$ cat config.mk
export PLATFORM = sky130hd
export DESIGN_NAME = drp_multi_master
export DESIGN_NICKNAME = d
export VERILOG_FILES = /design/src/rtl/drp_multi_master.sv
export SDC_FILE = /design/constraint.sdc
export NUM_CORES = 1
export LEC_CHECK = 0
export BUFFER_PORTS_ARGS = -buffer_cell sky130_fd_sc_hd__buf_2
export CORE_AREA = 2 2 184 114
export CTS_BUF_LIST = sky130_fd_sc_hd__clkbuf_4 sky130_fd_sc_hd__clkbuf_8
export DETAILED_ROUTE_END_ITERATION = 8
export DIE_AREA = 0 0 186 116
export PLACE_DENSITY = 0.61
export SETUP_SLACK_MARGIN = 0.2
export SLEW_MARGIN = 40
export SYNTH_ARGS = -nofsm -noshare
export SYNTH_HDL_FRONTEND = slang
export SYNTH_SLANG_ARGS = --single-unit
$ cat constraint.sdc
create_clock -name drp_clk -period 2.65 [get_ports drp_clk]
set_input_delay 0.53 -clock drp_clk [delete_from_list [all_inputs] [get_ports drp_clk]]
set_output_delay 0.53 -clock drp_clk [all_outputs]
set_load 0.05 [all_outputs]
$ cat src/rtl/drp_multi_master.sv
// drp_multi_master: serialises read / write / read-modify-write requests from a
// single valid/ready request port onto one of NUM_CH DRP ports, with a
// per-access drprdy timeout and a one-cycle response strobe.
//
// Ports:
//   drp_clk, rst        clock and synchronous active-high reset
//   req_valid/req_ready request handshake
//   req_op/ch/addr/wdata/mask  request payload (op 00 rd, 01 wr, 10 rmw)
//   rsp_valid/rsp_rdata/rsp_err one-cycle response (err 00 ok, 01 timeout, 10 bad)
//   busy_o              access in progress
//   drpen_o/drpwe_o     per-channel DRP strobes
//   drpaddr_o/drpdi_o   shared DRP address / write data
//   drpdo_i/drprdy_i    per-channel DRP read data / ready
module drp_multi_master #(
    parameter int unsigned NUM_CH  = 4,
    parameter int unsigned ADDR_W  = 9,
    parameter int unsigned DATA_W  = 16,
    parameter int unsigned TIMEOUT = 255,
    localparam int unsigned CH_W   = (NUM_CH > 1) ? $clog2(NUM_CH) : 1
) (
    input  logic                     drp_clk,
    input  logic                     rst,
    input  logic                     req_valid,
    output logic                     req_ready,
    input  logic [1:0]               req_op,
    input  logic [CH_W-1:0]          req_ch,
    input  logic [ADDR_W-1:0]        req_addr,
    input  logic [DATA_W-1:0]        req_wdata,
    input  logic [DATA_W-1:0]        req_mask,
    output logic                     rsp_valid,
    output logic [DATA_W-1:0]        rsp_rdata,
    output logic [1:0]               rsp_err,
    output logic                     busy_o,
    output logic [NUM_CH-1:0]        drpen_o,
    output logic [NUM_CH-1:0]        drpwe_o,
    output logic [ADDR_W-1:0]        drpaddr_o,
    output logic [DATA_W-1:0]        drpdi_o,
    input  logic [NUM_CH*DATA_W-1:0] drpdo_i,
    input  logic [NUM_CH-1:0]        drprdy_i
);

    localparam int unsigned CNT_W = $clog2(TIMEOUT + 1);

    localparam logic [1:0] OP_RD  = 2'b00;
    localparam logic [1:0] OP_WR  = 2'b01;
    localparam logic [1:0] OP_RMW = 2'b10;
    localparam logic [1:0] OP_RSV = 2'b11;

    localparam logic [1:0] ERR_OK  = 2'b00;
    localparam logic [1:0] ERR_TMO = 2'b01;
    localparam logic [1:0] ERR_BAD = 2'b10;

    typedef enum logic [2:0] {
        S_IDLE,
        S_RD_EN,
        S_RD_WAIT,
        S_WR_EN,
        S_WR_WAIT,
        S_RESP
    } state_t;

    state_t              state_q, state_d;
    logic [1:0]          op_q, op_d;
    logic [CH_W-1:0]     ch_q, ch_d;
    logic [DATA_W-1:0]   wdata_q, wdata_d;
    logic [DATA_W-1:0]   mask_q, mask_d;
    logic [DATA_W-1:0]   rdata_q, rdata_d;
    logic [CNT_W-1:0]    cnt_q, cnt_d;

    logic                req_ready_q, req_ready_d;
    logic                rsp_valid_q, rsp_valid_d;
    logic [DATA_W-1:0]   rsp_rdata_q, rsp_rdata_d;
    logic [1:0]          rsp_err_q, rsp_err_d;
    logic                busy_q, busy_d;
    logic [NUM_CH-1:0]   drpen_q, drpen_d;
    logic [NUM_CH-1:0]   drpwe_q, drpwe_d;
    logic [ADDR_W-1:0]   drpaddr_q, drpaddr_d;
    logic [DATA_W-1:0]   drpdi_q, drpdi_d;

    logic                rdy_sel_c;
    logic [DATA_W-1:0]   rdo_sel_c;
    logic                req_bad_c;

    // One-hot channel decode; channels beyond NUM_CH decode to all zeros.
    function automatic logic [NUM_CH-1:0] ch_onehot(input logic [CH_W-1:0] ch);
        logic [NUM_CH-1:0] v;
        v = '0;
        for (int unsigned k = 0; k < NUM_CH; k++) begin
            if (ch == CH_W'(k)) begin
                v[k] = 1'b1;
            end
        end
        return v;
    endfunction

    // Only the addressed channel's ready and read data are looked at.
    always_comb begin
        rdy_sel_c = 1'b0;
        rdo_sel_c = '0;
        for (int unsigned k = 0; k < NUM_CH; k++) begin
            if (ch_q == CH_W'(k)) begin
                rdy_sel_c = drprdy_i[k];
                rdo_sel_c = drpdo_i[k*DATA_W +: DATA_W];
            end
        end
    end

    assign req_bad_c = (32'(req_ch) >= NUM_CH) || (req_op == OP_RSV);

    // Next-state and next-output logic; outputs are registered from the next state.
    always_comb begin
        state_d     = state_q;
        op_d        = op_q;
        ch_d        = ch_q;
        wdata_d     = wdata_q;
        mask_d      = mask_q;
        rdata_d     = rdata_q;
        cnt_d       = cnt_q;
        rsp_rdata_d = rsp_rdata_q;
        rsp_err_d   = rsp_err_q;
        drpaddr_d   = drpaddr_q;
        drpdi_d     = drpdi_q;
        drpen_d     = '0;
        drpwe_d     = '0;

        case (state_q)
            S_IDLE: begin
                if (req_valid && req_ready_q) begin
                    op_d    = req_op;
                    ch_d    = req_ch;
                    wdata_d = req_wdata;
                    mask_d  = req_mask;
                    rdata_d = '0;
                    if (req_bad_c) begin
                        state_d     = S_RESP;
                        rsp_rdata_d = '0;
                        rsp_err_d   = ERR_BAD;
                    end else begin
                        drpaddr_d = req_addr;
                        drpdi_d   = req_wdata;
                        drpen_d   = ch_onehot(req_ch);
                        if (req_op == OP_WR) begin
                            drpwe_d = ch_onehot(req_ch);
                            state_d = S_WR_EN;
                        end else begin
                            state_d = S_RD_EN;
                        end
                    end
                end
            end

            S_RD_EN: begin
                cnt_d   = '0;
                state_d = S_RD_WAIT;
            end

            S_RD_WAIT: begin
                if (rdy_sel_c) begin
                    rdata_d = rdo_sel_c;
                    if (op_q == OP_RMW) begin
                        // Merge: masked bits from the request, the rest keep the old value.
                        drpdi_d = (rdo_sel_c & ~mask_q) | (wdata_q & mask_q);
                        drpen_d = ch_onehot(ch_q);
                        drpwe_d = ch_onehot(ch_q);
                        state_d = S_WR_EN;
                    end else begin
                        rsp_rdata_d = rdo_sel_c;
                        rsp_err_d   = ERR_OK;
                        state_d     = S_RESP;
                    end
                end else if (cnt_q == CNT_W'(TIMEOUT)) begin
                    rsp_rdata_d = '0;
                    rsp_err_d   = ERR_TMO;
                    state_d     = S_RESP;
                end else begin
                    cnt_d = cnt_q + CNT_W'(1);
                end
            end

            S_WR_EN: begin
                cnt_d   = '0;
                state_d = S_WR_WAIT;
            end

            S_WR_WAIT: begin
                if (rdy_sel_c) begin
                    rsp_rdata_d = (op_q == OP_RMW) ? rdata_q : '0;
                    rsp_err_d   = ERR_OK;
                    state_d     = S_RESP;
                end else if (cnt_q == CNT_W'(TIMEOUT)) begin
                    rsp_rdata_d = '0;
                    rsp_err_d   = ERR_TMO;
                    state_d     = S_RESP;
                end else begin
                    cnt_d = cnt_q + CNT_W'(1);
                end
            end

            S_RESP: begin
                state_d = S_IDLE;
            end

            default: begin
                state_d = S_IDLE;
            end
        endcase

        req_ready_d = (state_d == S_IDLE);
        busy_d      = (state_d != S_IDLE);
        rsp_valid_d = (state_d == S_RESP);
    end

    // State and output registers.
    always_ff @(posedge drp_clk) begin
        if (rst) begin
            state_q     <= S_IDLE;
            op_q        <= OP_RD;
            ch_q        <= '0;
            wdata_q     <= '0;
            mask_q      <= '0;
            rdata_q     <= '0;
            cnt_q       <= '0;
            req_ready_q <= 1'b0;
            rsp_valid_q <= 1'b0;
            rsp_rdata_q <= '0;
            rsp_err_q   <= ERR_OK;
            busy_q      <= 1'b0;
            drpen_q     <= '0;
            drpwe_q     <= '0;
            drpaddr_q   <= '0;
            drpdi_q     <= '0;
        end else begin
            state_q     <= state_d;
            op_q        <= op_d;
            ch_q        <= ch_d;
            wdata_q     <= wdata_d;
            mask_q      <= mask_d;
            rdata_q     <= rdata_d;
            cnt_q       <= cnt_d;
            req_ready_q <= req_ready_d;
            rsp_valid_q <= rsp_valid_d;
            rsp_rdata_q <= rsp_rdata_d;
            rsp_err_q   <= rsp_err_d;
            busy_q      <= busy_d;
            drpen_q     <= drpen_d;
            drpwe_q     <= drpwe_d;
            drpaddr_q   <= drpaddr_d;
            drpdi_q     <= drpdi_d;
        end
    end

    assign req_ready = req_ready_q;
    assign rsp_valid = rsp_valid_q;
    assign rsp_rdata = rsp_rdata_q;
    assign rsp_err   = rsp_err_q;
    assign busy_o    = busy_q;
    assign drpen_o   = drpen_q;
    assign drpwe_o   = drpwe_q;
    assign drpaddr_o = drpaddr_q;
    assign drpdi_o   = drpdi_q;

endmodule

==> results.md, run 1 <==
- Worst skew pair latency: 0.45 ns
- CTS tree: yes
- P&R area growth vs syn: 28.2%
- Hold crit path type: input pin to flip-flop
- Pins over their slew limit: 0
- Final #Nets: 949
- Wire per inst: 17.6 um
- Post-Route WL: 19,600 um
- Register bit total from synthesis: 117
- Die area: 21,600 um^2
- Initial Util: 29.7%
- GPL Wtd Cong: 0.820
- Syn nets: 787
- Row cnt: 40
- Crit path max-delay family: multiplexers
- Max Clock Skew: 0.0160 ns
- Worst path max stage delay: 0.57 ns
- RSZ-0062 raised after global routing: no
- Maximum fanout along the worst path: 8
- Max IR drop VDD: 0.306 mV
- Sw Pwr: 2440 uW
- Post-CTS Setup Bufs: 0
- Setup tns final: 0 ns
- Tightest Pin Transition: 0.718 ns
- Yosys cell types: 55
- Final setup vio count: 0
- Initial antenna violation count: 1
- N_diodes: 0
- Pwr/cell area: 835 nW/um^2
- Filler cell count: 2,032
- Endpoints failing hold: 0
- Dominant cells by area after synthesis: dfxtp_1 (40%), nand2_1 (8.0%), mux4_2 (6.5%)
- Die W: 186 um
- Yosys warns: 0
- CP endpoint kind: flip-flop
- Largest net degree at the start of global routing: 45
- Synth top area share: 39.9%
- Area of the multi-input gates: 3230 um^2
- Cell area after synthesis: 5870 um^2
- R2R Path End: rsp_rdata[7]$_SDFFE_PP0P_
- DR vias: 5,688
- FF/Latch Area: 2340 um^2
- First-pass iteration count of the detailed router: 5
- Port buffer count: 169
- Share of layout cells above drive strength 1: 36.5%
- DR iter-0 viols: 446
- Post-synth ARST share: 0%
- Slowest CP cell: mux4_2
- Sequence of cells on the critical path: mux4_2 > or3_1 > buf_4 > a31o_2 > a221oi_1
- Max Fclk: 0.463 GHz
- Internal: 3840 uW
- FF-to-FF path depth: 5
- R2r startpoint: ch_q[0]$_SDFFE_PP0P_
- Power Total: 6280 uW
- Count of hold-fix buffers inserted at cts: 0
- Post-DRT Antenna Nets: 0
- First-pass GRT wire length: 29,400 um
- Max-slew headroom: 52.1%
- Die height: 116 um
- DRC Markers: 0
- Avg Inst Size Synth: 8.76 um^2
- Total congestion overflow: 0
- Worst EP required: 2.98 ns
- Syn Inst Count: 670
- Hold depth: 3
- Status: completed
- Worst setup path class: flip-flop to flip-flop
- Buf+Inv Stages, Crit Path: 1
- CTS Buf Count: 17
- Worst-path clk slew: 0.08 ns
- Via-to-Cell Ratio: 5.10
- Post-CTS Resized: 0
- Standby leakage power: 0.00292 uW
- Primary FF master, synth: dfxtp_1
- H-tree levels: 4
- Post-synth EDFFs: 0
- Core area: 19,800 um^2
- Clock sink count: 117
- Logic pwr share: 36.4%
- Hold Startpoint: req_addr[0]
- Post-synthesis cell type with the largest combined area: dfxtp_1
- Register area share after synthesis: 39.9%
- Startpoint types: flip-flop
- Period utilization: 81.5%
- Hold EP: drpaddr_o[0]$_SDFFE_PP0P_
- Crit path DAT: 2.50 ns
- Seq pwr share: 34.7%
- Clock power share: 28.8%
- Reg2reg setup slack: 0.49 ns
- Clock root cell: clkbuf_8
- Min Clock Period, post-route: 2.16 ns
- Ports: 170
- Max clock buf depth: 2
- Switching fraction of total power: 38.9%
- Global Route Usage Sum: 18.2%
- Max-Cap Viols: 0
- Vias in the first global route: 5,199
- Dpl hpwl: 14,200 um
-- logic make-up (layout without fill, tap and decap cells) --
logic type	Yosys count	count (layout)	synth area share, %
muxes	68	68	15.9
AOI/OAI and AO/OA	186	186	20.8
DFF	117	117	39.9
buffers and inverters	79	252	5.39
adders and majority gates	1	1	0.213
xor gates and xnor gates	2	2	0.298
and+or+nand+nor	217	217	17.5
-- power by group through the flow --
stage / clock [uW] / sequential (uW) / combinational [uW]
after floorplan: 0 / 2590 / 1150
after global placement: 0 / 2220 / 2270
after detailed placement: 0 / 2220 / 2280
after CTS: 1840 / 2180 / 2290
after global routing: 1920 / 2210 / 2490
final: 1810 / 2180 / 2290
-- layer usage --
| metal | track usage [%] | wire, um | up-vias |
|---|---|---|---|
| met5 | 0 | 0 | - |
| met2 | 23.9 | 7610 | 214 |
| li1 | - | - | 2759 |
| met1 | 28.1 | 10200 | 2696 |
| met3 | 4.87 | 1640 | 19 |
| met4 | 5.51 | 184 | 0 |
-- synthesized netlist by cell type (all sizes together) (3+ instances only) --
cell type and instances:
a211oi 3, a21oi 74, a221oi 16, a22o 16, a22oi 15, a31o 15, and2 3, and3 5
buf 13, clkbuf 45, dfxtp 117, inv 21, mux2 30, mux2i 21, mux4 17, nand2 125
nand3 37, nand3b 5, nor2 8, nor2b 4, nor3 4, o2111ai 3, o21ai 29, or3 9
-- cells in the final DEF, fill, tap and decap left out, drive strengths merged, types with 9 or more instances in the layout --
cell,netlist,final
a22oi,15,15
o21ai,29,29
clkbuf,45,23
or3,9,9
a22o,16,16
mux4,17,17
a31o,15,15
dfxtp,117,117
nand2,125,125
inv,21,21
buf,13,201
a21oi,74,74
nand3,37,37
mux2,30,30
a221oi,16,16
mux2i,21,21
-- layout make-up --
cell class              count  area share, %
multi-input cells         474           43.0
repair buffers            201           14.6
clock inverters             7           1.60
clock buffers              23           4.12
well taps                 273           4.54
flip-flops and latches    117           31.1
inverters                  21           1.05
-- registers in the layout (all words and copies together), names as in the netlist, 3 cells and up --
name	cells
cnt_q	8
drpwe_o	4
state_q	3
mask_q	16
wdata_q	16
drpen_o	4
rsp_rdata	16
drpaddr_o	9
drpdi_o	16
rdata_q	16
-- stage by stage --
stage | hold WS [ns] | utilization (%) | instance area [um^2] | setup slack [ns] | std cells
floorplan | 0.432 | - | 5870 | 0.412 | 670
global placement | 0.440 | 35.9 | 7100 | 0.340 | 1086
detailed placement | 0.447 | 35.9 | 7100 | 0.312 | 1086
CTS | 0.283 | 38.1 | 7530 | 0.495 | 1116
global route | 0.306 | 38.1 | 7530 | 0.389 | 1116
finish | 0.313 | 38.1 | 7530 | 0.489 | 1116
-- worst max path at each step --
stage                           endpoint  depth (start not counted)                  from
2_1_floorplan    rsp_err[0]$_SDFFE_PP0P_                          5           drprdy_i[3]
3_3_place_gp     rsp_err[0]$_SDFFE_PP0P_                          5           drprdy_i[3]
3_5_place_dp     drpdi_o[9]$_SDFFE_PP0P_                          5           drprdy_i[3]
4_1_cts        rsp_rdata[7]$_SDFFE_PP0P_                          5  ch_q[0]$_SDFFE_PP0P_
5_1_grt          drpdi_o[8]$_SDFFE_PP0P_                          6  ch_q[0]$_SDFFE_PP0P_
6_report       rsp_rdata[7]$_SDFFE_PP0P_                          5  ch_q[0]$_SDFFE_PP0P_
-- worst reg2reg max path, delay by kind of cell, from the launching register on --
| family | cells | cell delay [ns] |
|---|---|---|
| buffers and inverters | 1 | 0.21 |
| DFF | 1 | 0.36 |
| and+or+nand+nor | 1 | 0.45 |
| AOI/OAI and AO/OA | 2 | 0.46 |
| muxes | 1 | 0.57 |
Power figures use the tool's default switching activity.
==> run 2: changes to the inputs <==
==> constraint.sdc (replaced) <==
create_clock -name drp_clk -period 2.2 [get_ports drp_clk]
set_input_delay 0.44 -clock drp_clk [delete_from_list [all_inputs] [get_ports drp_clk]]
set_output_delay 0.44 -clock drp_clk [all_outputs]
set_load 0.05 [all_outputs]
==> run 2 against run 1 <==
  * Cell area up 2.6%
  * Sequential share of layout area down 0.74 points
  * Maximum frequency up 8.9%
  * Sequential cell count unchanged
  * Register-to-register slack worse by 0.27 ns
  * Highest routed layer unchanged
==> results.md, run 2 (synthesis results as in run 1) <==
- Row cnt: 40
- Most frequent cells in the layout: buf_2 (168), nand2_1 (125), dfxtp_1 (112), a21oi_1 (74), nand3_1 (37)
- Max Fclk: 0.504 GHz
- Power Total: 7570 uW
- Standby leakage power: 0.00293 uW
- Setup tns final: 0 ns
- Placed cell count: 1,087
- Pins over their slew limit: 0
- Largest net degree at the start of global routing: 56
- Share of layout cells above drive strength 1: 39.4%
- Hold depth: 3
- R2r startpoint: ch_q[0]$_SDFFE_PP0P_
- Slowest CP cell: mux4_2
- CTS Buf Count: 17
- Worst path max stage delay: 0.58 ns
- Die W: 186 um
- Maximum fanout along the worst path: 8
- Final setup vio count: 0
- CP endpoint kind: flip-flop
- Post-DRT Antenna Nets: 0
- Ports: 170
- Final #Nets: 951
- Logic pwr share: 39.6%
- R2R Path End: rsp_rdata[8]$_SDFFE_PP0P_
- Crit path DAT: 2.34 ns
- Min Clock Period, post-route: 1.98 ns
- Max IR drop VDD: 0.338 mV
- Internal: 4400 uW
- Startpoint types: flip-flop
- Status: completed
- RSZ-0062 raised after global routing: yes
- FF-to-FF path depth: 5
- Reg2reg setup slack: 0.22 ns
- Count of hold-fix buffers inserted at cts: 0
- Worst hold slack: 0.227 ns
- CTS tree: yes
- Max clock buf depth: 2
- Pwr/cell area: 980 nW/um^2
- Worst EP required: 2.55 ns
- P&R area growth vs syn: 31.6%
- Max Clock Skew: 0.0172 ns
- Die area: 21,600 um^2
- Max layer used: met4
- Max-Cap Viols: 0
- Dpl hpwl: 14,300 um
- Global Route Usage Sum: 18.1%
- Sequence of cells on the critical path: mux4_2 > or3_4 > buf_6 > a31o_2 > a221oi_2
- Met3 Wirelength: 1300 um
- DR vias: 5,666
- DRC Markers: 0
- Worst skew pair latency: 0.44 ns
- Switching fraction of total power: 41.8%
- Initial antenna violation count: 0
- Die height: 116 um
- DR iter-0 viols: 451
- Final Instance Count excl. Fillers: 1,120
- Tightest Pin Transition: 0.600 ns
- Clock power share: 25.5%
- Core area: 19,800 um^2
- Sw Pwr: 3160 uW
- Total congestion overflow: 0
- M1 WL: 10,500 um
- Commonest non-fill, non-tap cell in the layout: buf_2
- WL met2: 7730 um
- Worst-path clk slew: 0.09 ns
- H-tree levels: 4
- Period utilization: 90.2%
- Vias in the first global route: 5,208
- First-pass iteration count of the detailed router: 5
- N_diodes: 0
- Worst setup path class: flip-flop to flip-flop
- Initial Util: 29.7%
- Hold Startpoint: req_mask[9]
- Filler cell count: 2,006
- Clock root cell: clkbuf_8
- Max-slew headroom: 59.7%
- Via-to-Cell Ratio: 5.06
- Post-Route WL: 19,700 um
- GPL Wtd Cong: 0.830
- Endpoints failing hold: 0
- Seq pwr share: 34.9%
- Hold crit path type: input pin to flip-flop
- Hold EP: mask_q[9]$_SDFFE_PP0P_
- Port buffer count: 169
- Wire per inst: 17.6 um
- First-pass GRT wire length: 29,700 um
- Clock sink count: 117
==> run 2: cell count changes in the layout (fill, tap and decap cells not counted), sizes merged <==
cell / previous run / this run
buf: 201 / 203
bufinv: 3 / 1
clkbuf: 23 / 17
clkinv: 0 / 4
clkinvlp: 4 / 3
inv: 21 / 28
==> run 2: repair_timing <==
action,in CTS,in global routing
hold endpoints to repair,0,0
buffers inserted,1,0
pin swaps,0,2
resized for setup,8,14
endpoints found under the setup margin,16,52
==> run 2: worst max-delay path by stage <==
stage	slack, ns	end	depth (start not counted)	from
after global routing	0.17	rsp_rdata[9]$_SDFFE_PP0P_	5	ch_q[0]$_SDFFE_PP0P_
final	0.22	rsp_rdata[8]$_SDFFE_PP0P_	5	ch_q[0]$_SDFFE_PP0P_
after CTS	0.20	rsp_rdata[9]$_SDFFE_PP0P_	5	ch_q[0]$_SDFFE_PP0P_
after global placement	0.02	cnt_q[2]$_SDFFE_PP0P_	6	drprdy_i[3]
after floorplan	0.16	cnt_q[2]$_SDFFE_PP0P_	6	ch_q[0]$_SDFFE_PP0P_
after detailed placement	-0.01	rsp_rdata[3]$_SDFFE_PP0P_	6	drprdy_i[3]
==> run 2: critical path, delay by kind of cell (launching register included) <==
family / cells / cell delay [ns]
simple gates: 1 / 0.39
flops: 1 / 0.36
compound gates: 2 / 0.41
mux: 1 / 0.58
buf+inv: 1 / 0.16
==> run 2: per-stage QoR <==
stage | area (um^2) | setup slack, ns | utilization [%]
floorplan | 5970 | 0.157 | -
global placement | 7240 | 0.0247 | 36.6
detailed placement | 7240 | -0.0103 | 36.6
CTS | 7650 | 0.197 | 38.7
global route | 7720 | 0.174 | 39.1
finish | 7720 | 0.216 | 39.1
==> run 2: layout make-up <==
class | instances | area [um^2] | share of cell area [%]
Clock buffer | 17 | 234 | 3.03
Clock inverter | 15 | 144 | 1.86
Inverter | 21 | 78.8 | 1.02
Multi-Input combinational cell | 474 | 3390 | 43.9
Sequential cell | 117 | 2350 | 30.4
Tap cell | 273 | 342 | 4.42
Timing Repair Buffer | 203 | 1190 | 15.4
==> run 2: metal layers <==
layer | up-vias | global-route usage [%]
met5 | - | 0
met4 | 0 | 4.30
met3 | 14 | 4.68
met2 | 184 | 24.0
met1 | 2696 | 28.4
li1 | 2772 | -
==> run 2: power groups by stage <==
stage	Sequential (uW)	Clock, uW	Combinational [uW]
floorplan	3120	0	1470
global placement	2670	0	2870
detailed placement	2680	0	2890
CTS	2630	1970	2930
global route	2680	2060	3210
finish	2640	1930	3000
==> run 3: changes to the inputs <==
--- a/config.mk
+++ b/config.mk
@@ -5,12 +5,13 @@
 export SDC_FILE = /design/constraint.sdc
 export NUM_CORES = 1
 export LEC_CHECK = 0
+export ABC_AREA = 1
 export BUFFER_PORTS_ARGS = -buffer_cell sky130_fd_sc_hd__buf_2
-export CORE_AREA = 2 2 184 114
+export CORE_AREA = 2 2 165 126
 export CTS_BUF_LIST = sky130_fd_sc_hd__clkbuf_4 sky130_fd_sc_hd__clkbuf_8
 export DETAILED_ROUTE_END_ITERATION = 8
-export DIE_AREA = 0 0 186 116
-export PLACE_DENSITY = 0.61
+export DIE_AREA = 0 0 167 128
+export PLACE_DENSITY = 0.62
 export SETUP_SLACK_MARGIN = 0.2
 export SLEW_MARGIN = 40
 export SYNTH_ARGS = -nofsm -noshare
==> run 3 against run 2 <==
  * Global-route usage is 0.22 points higher
  * Sequential share of layout area up 1.2 points
  * Area after synthesis shrank 0.58%
  * Cell area fell by 4.1%
  * Worst hold slack about the same
  * Clock skew is 0.0037 ns lower
  * Register-to-register slack improved by 0.12 ns
  * Via count up 10%
  * Critical path depth rose by 3
  * Highest routed layer unchanged
==> results.md, run 3 <==
- Crit path max-delay family: simple AND/OR/NAND/NOR gates
- Dpl hpwl: 14,300 um
- Cell area after synthesis: 5840 um^2
- Final setup vio count: 0
- DR vias: 6,233
- Dominant cells by area after synthesis: dfxtp_1 (40%), nand2_1 (16%), nor2_1 (8.0%)
- First-pass iteration count of the detailed router: 5
- Max-Cap Viols: 0
- GPL Wtd Cong: 0.825
- Commonest cells in the netlist: nand2_1 (253), nor2_1 (124), dfxtp_1 (117)
- Syn Inst Count: 896
- Most frequent cells in the layout: nand2_1 (253), buf_2 (169), nor2_1 (123), dfxtp_1 (116)
- Place WS: 0.154 ns
- Power Total: 9160 uW
- Dpl cell area: 6960 um^2
- Worst EP required: 2.53 ns
- Endpoints failing hold: 0
- CP endpoint kind: flip-flop
- CTS Buf Count: 17
- Seq pwr share: 31.6%
- Post-synthesis cell type with the largest combined area: dfxtp_1
- Sw Pwr: 4330 uW
- DR iter-0 viols: 438
- Status: completed
- Min Clock Period, post-route: 1.87 ns
- Crit path DAT: 2.20 ns
- Avg Inst Size Synth: 6.51 um^2
- Most frequent cell after synthesis: nand2_1
- Global Route Usage Sum: 18.3%
- Design area: 7400 um^2
- Post-Route WL: 19,700 um
- Standby leakage power: 0.00357 uW
- Clock power share: 21.8%
- Max-slew headroom: 55.1%
- Syn nets: 1,013
- Startpoint types: flip-flop
- DRC Markers: 0
- Post-synth EDFFs: 0
- Initial antenna violation count: 3
- Ports: 170
- Max Fclk: 0.536 GHz
- Final critical-path setup slack: 0.334 ns
- First-pass GRT wire length: 31,000 um
- Pins over their slew limit: 0
- Die W: 167 um
- H-tree levels: 4
- Commonest non-fill, non-tap cell in the layout: nand2_1
- Worst path max stage delay: 0.42 ns
- Primary FF master, synth: dfxtp_1
- Register area share after synthesis: 40.1%
- Total congestion overflow: 0
- Final #Nets: 1,179
- Row cnt: 45
- Clock root cell: clkbuf_8
- Port buffer count: 169
- Maximum fanout along the worst path: 18
- Internal: 4840 uW
- Core area: 19,900 um^2
- Placed cell count: 1,299
- Final Instance Count excl. Fillers: 1,335
- Period utilization: 84.8%
- Yosys warns: 0
- Post-DRT Antenna Nets: 0
- Setup tns final: 0 ns
- Pwr/cell area: 1240 nW/um^2
- Clock sink count: 117
- Register bit total from synthesis: 117
- Worst setup path class: flip-flop to flip-flop
- Initial Util: 29.4%
- Synth top area share: 40.1%
- Die height: 128 um
- Wire per inst: 14.7 um
- Hold crit path type: input pin to flip-flop
- Die area: 21,400 um^2
- Vias in the first global route: 5,787
- Max clock buf depth: 2
- Yosys cell types: 32
- Logic pwr share: 46.6%
- Largest net degree at the start of global routing: 66
- Sequence of cells on the critical path: inv_2 > nand3_2 > buf_4 > nand2_1 > nand3_4 > inv_2 > nor2_1 > nor2_1
- P&R area growth vs syn: 26.9%
- Share of layout cells above drive strength 1: 25.0%
- Switching fraction of total power: 47.2%
- Tightest Pin Transition: 0.667 ns
- Buf+Inv Stages, Crit Path: 3
- Filler cell count: 2,191
- Max IR drop VDD: 0.613 mV
- Max Clock Skew: 0.0135 ns
- Worst skew pair latency: 0.43 ns
- Via-to-Cell Ratio: 4.67
- Slowest CP cell: dfxtp_1
- RSZ-0062 raised after global routing: yes
- Post-synth ARST share: 0%
- CTS tree: yes
- Worst-path clk slew: 0.08 ns
-- run 3: cell types whose count changed in the layout (fill, tap and decap cells not counted), moves of 16 or more --
cell and delta:
nand2_1 +128, nor2_1 +116, o21ai_0 +58, mux2_2 -30, inv_1 +29, nand3_1 +23, mux2i_1 -21, mux4_2 -17
a22o_1 -16
-- run 3: cells by family (layout without fill, tap and decap cells) --
family	after synthesis	after routing	share of synthesized area, %
compound gates	191	191	16.7
other cells	0	3	0
buf+inv	107	284	7.89
flops	117	117	40.1
fa+ha+maj	1	1	0.214
simple gates	475	476	34.3
xor+xnor	5	5	0.750
-- run 3: layer usage --
| metal | wire length, um | track usage [%] |
|---|---|---|
| met3 | 1280 | 4.38 |
| met4 | 376 | 5.73 |
| met2 | 8370 | 27.7 |
| met1 | 9650 | 25.8 |
| met5 | 0 | 0 |
-- run 3: power by group through the flow --
stage	clock, uW	sequential (uW)	combinational, uW
floorplan	0	3820	2170
global placement	0	2940	4160
detailed placement	0	2940	4190
CTS	2030	2890	4200
global route	2130	2960	4690
finish	2000	2900	4270
-- run 3: worst paths after layout --
check                           start                       end  slack [ns]  cells after the start
max             state_q[2]$_SDFF_PP0_  drpdi_o[12]$_SDFFE_PP0P_        0.33                      8
min                       req_mask[7]    mask_q[7]$_SDFFE_PP0P_        0.23                      3
max reg2reg     state_q[2]$_SDFF_PP0_  drpdi_o[12]$_SDFFE_PP0P_        0.33                      8
min reg2reg  wdata_q[13]$_SDFFE_PP0P_  wdata_q[13]$_SDFFE_PP0P_        0.45                      2
-- run 3: repair_timing --
action                                  CTS  global route
hold buffers                              0             0
gates cloned                              0             1
buffers inserted                          0             1
pin swaps                                 0             1
gates resized for setup                   1             6
endpoints found under the setup margin    2            51
-- run 3: worst min-delay path, cell delays in order --
cell and delay (ns):
buf_2 0.07, nor2_1 0.04, nor2_1 0.08
-- run 3: cell type report --
class / instances / area [um^2] / share of cell area, %
antenna: 3 / 7.51 / 0.101
clock buffer: 21 / 283 / 3.82
clock inverter: 10 / 105 / 1.42
timing repair buffer: 192 / 1030 / 13.9
tap: 258 / 323 / 4.36
multi-input combinational: 673 / 3080 / 41.6
inverter: 61 / 234 / 3.16
sequential: 117 / 2340 / 31.6
-- run 3: per-stage QoR --
step	util [%]	hold slack (ns)
after floorplan	-	0.430
after global placement	35.0	0.445
after detailed placement	35.0	0.450
after CTS	37.0	0.213
after global routing	37.3	0.215
final	37.3	0.227
